==> config.mk <==
export PLATFORM = sky130hd
export DESIGN_NAME = shift_seq_ctrl_flat
export DESIGN_NICKNAME = d
export VERILOG_FILES = /design/src/rtl/shift_seq_ctrl_pkg.sv /design/src/rtl/shift_seq_ctrl_if.sv /design/src/rtl/shift_seq_ctrl_shiftreg_op.sv /design/src/rtl/shift_seq_ctrl.sv /design/src/flat_wrapper.sv
export SDC_FILE = /design/constraint.sdc
export NUM_CORES = 1
export LEC_CHECK = 0
export CORE_MARGIN = 4
export CORE_UTILIZATION = 48
export DETAILED_ROUTE_END_ITERATION = 10
export PLACE_DENSITY = 0.77
export SETUP_SLACK_MARGIN = 0.3
export SYNTH_ARGS = -nofsm -noshare
export SYNTH_HDL_FRONTEND = slang
export SYNTH_SLANG_ARGS = --single-unit
==> constraint.sdc <==
create_clock -name clk -period 2.3 [get_ports clk]
set_input_delay 0.46 -clock clk [delete_from_list [all_inputs] [get_ports clk]]
set_output_delay 0.46 -clock clk [all_outputs]
set_load 0.01 [all_outputs]
==> src/rtl/shift_seq_ctrl_pkg.sv <==
// Shared types for the shift sequencer: register opcodes and controller states.
// Optional build macro used by the controller: SHIFT_SEQ_ROTATE_EN.
package shift_seq_pkg;

  typedef enum logic [1:0] {
    OP_HOLD = 2'b00,
    OP_SHL  = 2'b01,
    OP_SHR  = 2'b10,
    OP_LOAD = 2'b11
  } op_e;

  typedef enum logic [1:0] {
    IDLE  = 2'b00,
    LOAD  = 2'b01,
    SHIFT = 2'b10,
    DONE  = 2'b11
  } state_e;

endpackage

==> src/rtl/shift_seq_ctrl_if.sv <==
// Job handshake, serial stream and status bundle between a job source and shift_seq_ctrl.
interface shift_seq_ctrl_if #(
  parameter int N  = 4,
  parameter int CW = $clog2(N + 1)
) ();
  logic          start_valid;
  logic          start_ready;
  logic [N-1:0]  data_in;
  logic          dir;
  logic [CW-1:0] len;
  logic          stall;
  logic          ser_in;
  logic          ser_out;
  logic          ser_valid;
  logic [N-1:0]  q_out;
  logic          done;

  modport master (
    output start_valid, data_in, dir, len, stall, ser_in,
    input  start_ready, ser_out, ser_valid, q_out, done
  );

  modport slave (
    input  start_valid, data_in, dir, len, stall, ser_in,
    output start_ready, ser_out, ser_valid, q_out, done
  );
endinterface

==> src/rtl/shift_seq_ctrl_shiftreg_op.sv <==
// N-bit register with hold / shift-left / shift-right / parallel-load opcodes.
// Has no reset by design; contents are unknown until the first load.
module shiftreg_op
  import shift_seq_pkg::*;
#(
  parameter int N = 4
) (
  input  logic         enable,
  input  logic [1:0]   OP,
  input  logic [N-1:0] d,
  input  logic         shift_in,
  output logic [N-1:0] q,
  output logic         shift_out_left,
  output logic         shift_out_right
);

  logic [N-1:0] q_q;
  logic [N-1:0] q_d;

  always_comb begin
    q_d = q_q;
    unique case (op_e'(OP))
      OP_HOLD: q_d = q_q;
      OP_SHL:  q_d = {q_q[N-2:0], shift_in};
      OP_SHR:  q_d = {shift_in, q_q[N-1:1]};
      OP_LOAD: q_d = d;
      default: q_d = q_q;
    endcase
  end

  // enable is wired to the system clock by the owner, so it acts as the clock here
  always_ff @(posedge enable) begin
    q_q <= q_d;
  end

  assign q               = q_q;
  assign shift_out_left  = q_q[N-1];
  assign shift_out_right = q_q[0];

endmodule

==> src/rtl/shift_seq_ctrl.sv <==
// Load-then-shift sequencer around shiftreg_op, streaming each outgoing bit.
// Build macro SHIFT_SEQ_ROTATE_EN: feed the outgoing bit back in (rotate) instead of ser_in.
module shift_seq_ctrl
  import shift_seq_pkg::*;
#(
  parameter int N  = 4,
  parameter int CW = $clog2(N + 1)
) (
  input  logic            clk,
  input  logic            rst,
  shift_seq_ctrl_if.slave bus
);

  state_e        state_q, state_d;
  logic [CW-1:0] cnt_q, cnt_d;
  logic [N-1:0]  word_q, word_d;
  logic          dir_q, dir_d;

  op_e           op;
  logic          start_ready;
  logic          done;
  logic          ser_valid;
  logic          ser_bit;
  logic          shift_in;
  logic [N-1:0]  q;
  logic          shift_out_left;
  logic          shift_out_right;

  always_ff @(posedge clk or posedge rst) begin
    if (rst) begin
      state_q <= IDLE;
      cnt_q   <= '0;
      word_q  <= '0;
      dir_q   <= 1'b0;
    end else begin
      state_q <= state_d;
      cnt_q   <= cnt_d;
      word_q  <= word_d;
      dir_q   <= dir_d;
    end
  end

  always_comb begin
    state_d = state_q;
    cnt_d   = cnt_q;
    word_d  = word_q;
    dir_d   = dir_q;
    unique case (state_q)
      IDLE: begin
        if (bus.start_valid) begin
          word_d  = bus.data_in;
          dir_d   = bus.dir;
          cnt_d   = (bus.len > CW'(N)) ? CW'(N) : bus.len;
          state_d = LOAD;
        end
      end
      LOAD: begin
        state_d = (cnt_q != '0) ? SHIFT : DONE;
      end
      SHIFT: begin
        // SHIFT is only entered with a non-zero count, so reaching 1 means last shift
        if (!bus.stall) begin
          cnt_d = cnt_q - CW'(1);
          if (cnt_q == CW'(1)) begin
            state_d = DONE;
          end
        end
      end
      DONE: begin
        state_d = IDLE;
      end
      default: begin
        state_d = IDLE;
      end
    endcase
  end

  always_comb begin
    op          = OP_HOLD;
    start_ready = 1'b0;
    done        = 1'b0;
    ser_valid   = 1'b0;
    unique case (state_q)
      IDLE:    start_ready = 1'b1;
      LOAD:    op = OP_LOAD;
      SHIFT: begin
        if (!bus.stall) begin
          op        = dir_q ? OP_SHR : OP_SHL;
          ser_valid = 1'b1;
        end
      end
      DONE:    done = 1'b1;
      default: op = OP_HOLD;
    endcase
  end

  assign ser_bit = dir_q ? shift_out_right : shift_out_left;

`ifdef SHIFT_SEQ_ROTATE_EN
  logic unused_ser_in;
  assign unused_ser_in = bus.ser_in;
  assign shift_in      = ser_bit;
`else
  assign shift_in      = bus.ser_in;
`endif

  shiftreg_op #(.N(N)) u_shiftreg (
    .enable          (clk),
    .OP              (op),
    .d               (word_q),
    .shift_in        (shift_in),
    .q               (q),
    .shift_out_left  (shift_out_left),
    .shift_out_right (shift_out_right)
  );

  assign bus.start_ready = start_ready;
  assign bus.done        = done;
  assign bus.ser_valid   = ser_valid;
  assign bus.ser_out     = ser_bit;
  assign bus.q_out       = q;

endmodule

==> src/flat_wrapper.sv <==
// flat-port wrapper written by rule: the top's interface ports become plain ports
module shift_seq_ctrl_flat import shift_seq_pkg::*;
#(
  parameter int N  = 4,
  parameter int CW = $clog2(N + 1)
)
  (clk, rst, bus_start_valid, bus_data_in, bus_dir, bus_len, bus_stall, bus_ser_in, bus_start_ready, bus_ser_out, bus_ser_valid, bus_q_out, bus_done);
  shift_seq_ctrl_if #(.N(N), .CW(CW)) bus_i ();
  input  logic clk;
  input  logic rst;
  input wire logic [$bits(bus_i.start_valid)-1:0] bus_start_valid;
  input wire logic [$bits(bus_i.data_in)-1:0] bus_data_in;
  input wire logic [$bits(bus_i.dir)-1:0] bus_dir;
  input wire logic [$bits(bus_i.len)-1:0] bus_len;
  input wire logic [$bits(bus_i.stall)-1:0] bus_stall;
  input wire logic [$bits(bus_i.ser_in)-1:0] bus_ser_in;
  output wire logic [$bits(bus_i.start_ready)-1:0] bus_start_ready;
  output wire logic [$bits(bus_i.ser_out)-1:0] bus_ser_out;
  output wire logic [$bits(bus_i.ser_valid)-1:0] bus_ser_valid;
  output wire logic [$bits(bus_i.q_out)-1:0] bus_q_out;
  output wire logic [$bits(bus_i.done)-1:0] bus_done;
  assign bus_i.start_valid = bus_start_valid;
  assign bus_i.data_in = bus_data_in;
  assign bus_i.dir = bus_dir;
  assign bus_i.len = bus_len;
  assign bus_i.stall = bus_stall;
  assign bus_i.ser_in = bus_ser_in;
  assign bus_start_ready = bus_i.start_ready;
  assign bus_ser_out = bus_i.ser_out;
  assign bus_ser_valid = bus_i.ser_valid;
  assign bus_q_out = bus_i.q_out;
  assign bus_done = bus_i.done;
  shift_seq_ctrl #(.N(N), .CW(CW)) u_core (.clk(clk), .rst(rst), .bus(bus_i));
endmodule
==> results.cfg <==
[floorplan]
die_area_um2 = 2650
dieHeight_um = 51.4
top_level_ports = 21
coreArea_um2 = 1760
initial_utilization = 0.513
die_width_um = 51.4
std_cell_rows = 15

[logic_synthesis]
synth_area_um2 = 906
synth-seq-cells = 14
ys_seq_area_frac = 0.409
synth_nets = 104
synthesis.instances = 82
synth_top_family_by_area = multiplexers
syn-mean-instance-area_um2 = 11.0
synth_xor_xnor_area_share = 0
synth.area.mux_share = 0.164
ys.warnings.count = 0
yosys.area_share.adder = 0.124
fraction_of_the_mapped_netlist_area_in_compound_gates = 0.130
yosysUniqueCellTypes = 31
yosys.area_share.simple = 0.117

[routing]
post_drt_wl_per_cell_um = 13.4
drt.antenna.violating_nets = 0
wirelength_um = 1740
num_vias = 674
drt_pass1_iterations = 5
via_per_inst = 5.18
initial_drc_count = 12
remaining_drc_errors = 0

[sta]
rsz0062_at_grt = false
drv_slew = 0
finalCritPeriodShare = 0.844
hold-worst-slack_ns = 0.439
worst_slew_margin_rel = 0.751
hold_violations_final = 0
layout_setup_ws_ns = 0.359
slew_at_the_pin_closest_to_its_max_slew_limit_ns = 0.373
setup-violations-final = 0
worst_clock_skew_ns = 0.0106
fin_crit_period_ns = 1.94
setup_total_negative_slack_ns = 0
timing.fmax_mhz = 515

[power]
total_switching_power_w = 0.000630
p_leak_nw = 0.495
powerDensity_nw_per_um2 = 1380
clockPowerShare = 0.089
switching_share = 0.393
worst_ir_drop_vdd_mv = 0.606
power.share.combinational = 0.581
fraction_of_power_consumed_by_sequential_logic = 0.329
intPower_w = 0.000972

[status]
outcome = finished clean

[worst_setup_path]
cp-end-kind = output port
timing.reg2reg.setup_slack_ns = 0.49
r2r_start = u_core.state_q[1]
path_cells = mux2_2 > clkdlybuf4s50_1
timing.critical_path.from = u_core.dir_q
rr_endpoint = u_core.u_shiftreg.q[0]
slowest_stage = clkdlybuf4s50_1
critical_path.startpoint_type = flip-flop
worstPathArrival_ns = 1.48
cell_count_of_the_worst_reg_to_reg_path = 5
timing.critical_path.required_ns = 1.84
timing.critical_path.slowest_cell_delay_ns = 0.48
critical_path.max_fanout = 4
setup_crit_path_kind = flip-flop to output port

[clock_network]
clock_tree.buffer_depth = 2
cts.clk_slew.worst_paths_ns = 0.09
insertion_delay_ns = 0.28
ctsHoldBuffers = 0
clock_buffer_count_from_cts = 3
clock_tree.htree_level_count = 1
clockRootBuffer = clkbuf_4
clock_sinks = 14
clock_tree_from_tritoncts = built

[cells_and_area]
layout-drive-gt1-share = 0.181
area.growth.synth_to_final_pct = 27.9
total_nets_final = 128
mostFrequentLayoutCells = 18 x clkdlybuf4s50_1, 10 x dfrtp_1, 8 x ha_1
mostFrequentLayoutCell = clkdlybuf4s50_1
fillers = 166
num_antenna_cells = 0

[global_route]
grt_pass1_wl_um = 2880
largest_net_degree_at_the_start_of_global_routing = 13
vias_in_the_first_global_route = 645
grt_util_all_layers = 0.147
overflow = 0
antenna_violations_before_repair = 0

[placement]
buffer_ports.inserted = 20
gp_congestion = 0.858
detailed_place_hpwl_um = 1440
placement.setup.worst_slack_ns = 0.201

[job]
max_cap_viol_count = 0

[worst_hold_path]
holdCritPathClass = input pin to asynchronous set/reset pin
[state kept, by name (all words and copies together) (netlist names)]
| signal | flops |
|---|---|
| u_core.state_q | 2 |
| u_core.u_shiftreg.q | 4 |
| u_core.cnt_q | 3 |
| u_core.word_q | 4 |
| u_core.dir_q | 1 |
[per-stage QoR]
stage               instance area (µm²)  utilization  cells  total power (W)
finish                             1160        0.657    130          0.00160
global route                       1160        0.657    130          0.00174
CTS                                1160        0.659    130          0.00161
detailed placement                 1140        0.644    126          0.00147
global placement                   1140        0.644    126          0.00143
floorplan                           906            -     82          0.00117
[layer usage]
layer / global-route usage / routed length, µm / vias up
met5: 0 / 0 / -
met4: 0.0393 / 8 / 0
met3: 0.0525 / 81 / 2
met2: 0.231 / 860 / 18
met1: 0.189 / 786 / 316
li1: - / - / 338
[power by group through the flow]
stage / Sequential (W) / Clock (W) / Combinational, W
6_report: 0.000527 / 0.000143 / 0.000932
3_5_place_dp: 0.000533 / 0 / 0.000934
2_1_floorplan: 0.000507 / 0 / 0.000660
5_1_grt: 0.000549 / 0.000163 / 0.00103
4_1_cts: 0.000530 / 0.000148 / 0.000936
3_3_place_gp: 0.000524 / 0 / 0.000911
[cell families (layout without fill, tap and decap cells)]
family,Yosys count,count (layout)
AO/OA/AOI/OAI,16,16
adder cells (fa/ha/maj),9,9
buffers and inverters,11,34
flip-flops,14,14
multiplexers,14,14
AND/OR/NAND/NOR,18,18
[area by class of cell]
class / instances / area (µm²) / share of cell area
Multi-Input combinational cell: 57 / 488 / 0.421
Sequential cell: 14 / 370 / 0.320
Timing Repair Buffer: 23 / 216 / 0.187
Inverter: 7 / 26.3 / 0.0227
Tap cell: 25 / 31.3 / 0.0270
Clock buffer: 4 / 26.3 / 0.0227
[worst max-delay path, delay by kind of cell, from the launching register on]
kind / cells / cell delay, ns
flip-flops: 1 / 0.39
buffers and inverters: 1 / 0.48
multiplexers: 1 / 0.34
[how the worst max path moves through the flow]
stage | endpoint | slack [ns] | cells after the start
after floorplan | u_core.u_shiftreg.q[0] | 0.53 | 5
after global placement | bus_ser_valid | 0.21 | 3
after detailed placement | u_core.state_q[1] | 0.20 | 5
after CTS | bus_ser_out | 0.34 | 2
after global routing | bus_ser_out | 0.31 | 2
final | bus_ser_out | 0.36 | 2
[synthesized netlist by cell type]
master,number,share of area
a21oi_1,2,0.011
dfrtp_1,10,0.28
clkbuf_1,1,0.0041
nor2_1,1,0.0041
a221oi_1,1,0.0097
nor3b_1,1,0.0083
a21oi_2,1,0.0097
nand2_1,5,0.021
buf_4,2,0.017
mux2_1,1,0.012
mux2_2,6,0.075
buf_2,1,0.0055
o21ai_0,2,0.011
ha_1,9,0.12
nor2b_1,5,0.035
a211oi_1,1,0.0083
or2b_1,1,0.0083
a2bb2oi_1,1,0.0097
or3b_4,1,0.012
o31a_1,1,0.0097
mux2i_1,7,0.077
nand2b_1,1,0.0069
and4b_1,1,0.011
a311oi_1,1,0.0097
o22ai_1,4,0.028
edfxtp_1,4,0.13
nor3_1,1,0.0055
a211o_1,1,0.0097
nand3_1,1,0.0055
inv_1,7,0.029
a22oi_2,1,0.014
[what timing repair did]
action                     4_1_cts  5_1_grt
setup endpoints to repair        2        1
cloned                           0        0
hold endpoints to repair         0        0
gates resized for setup          5        2
setup buffers                    0        0
Note: power is estimated with default switching activity, not from simulation.
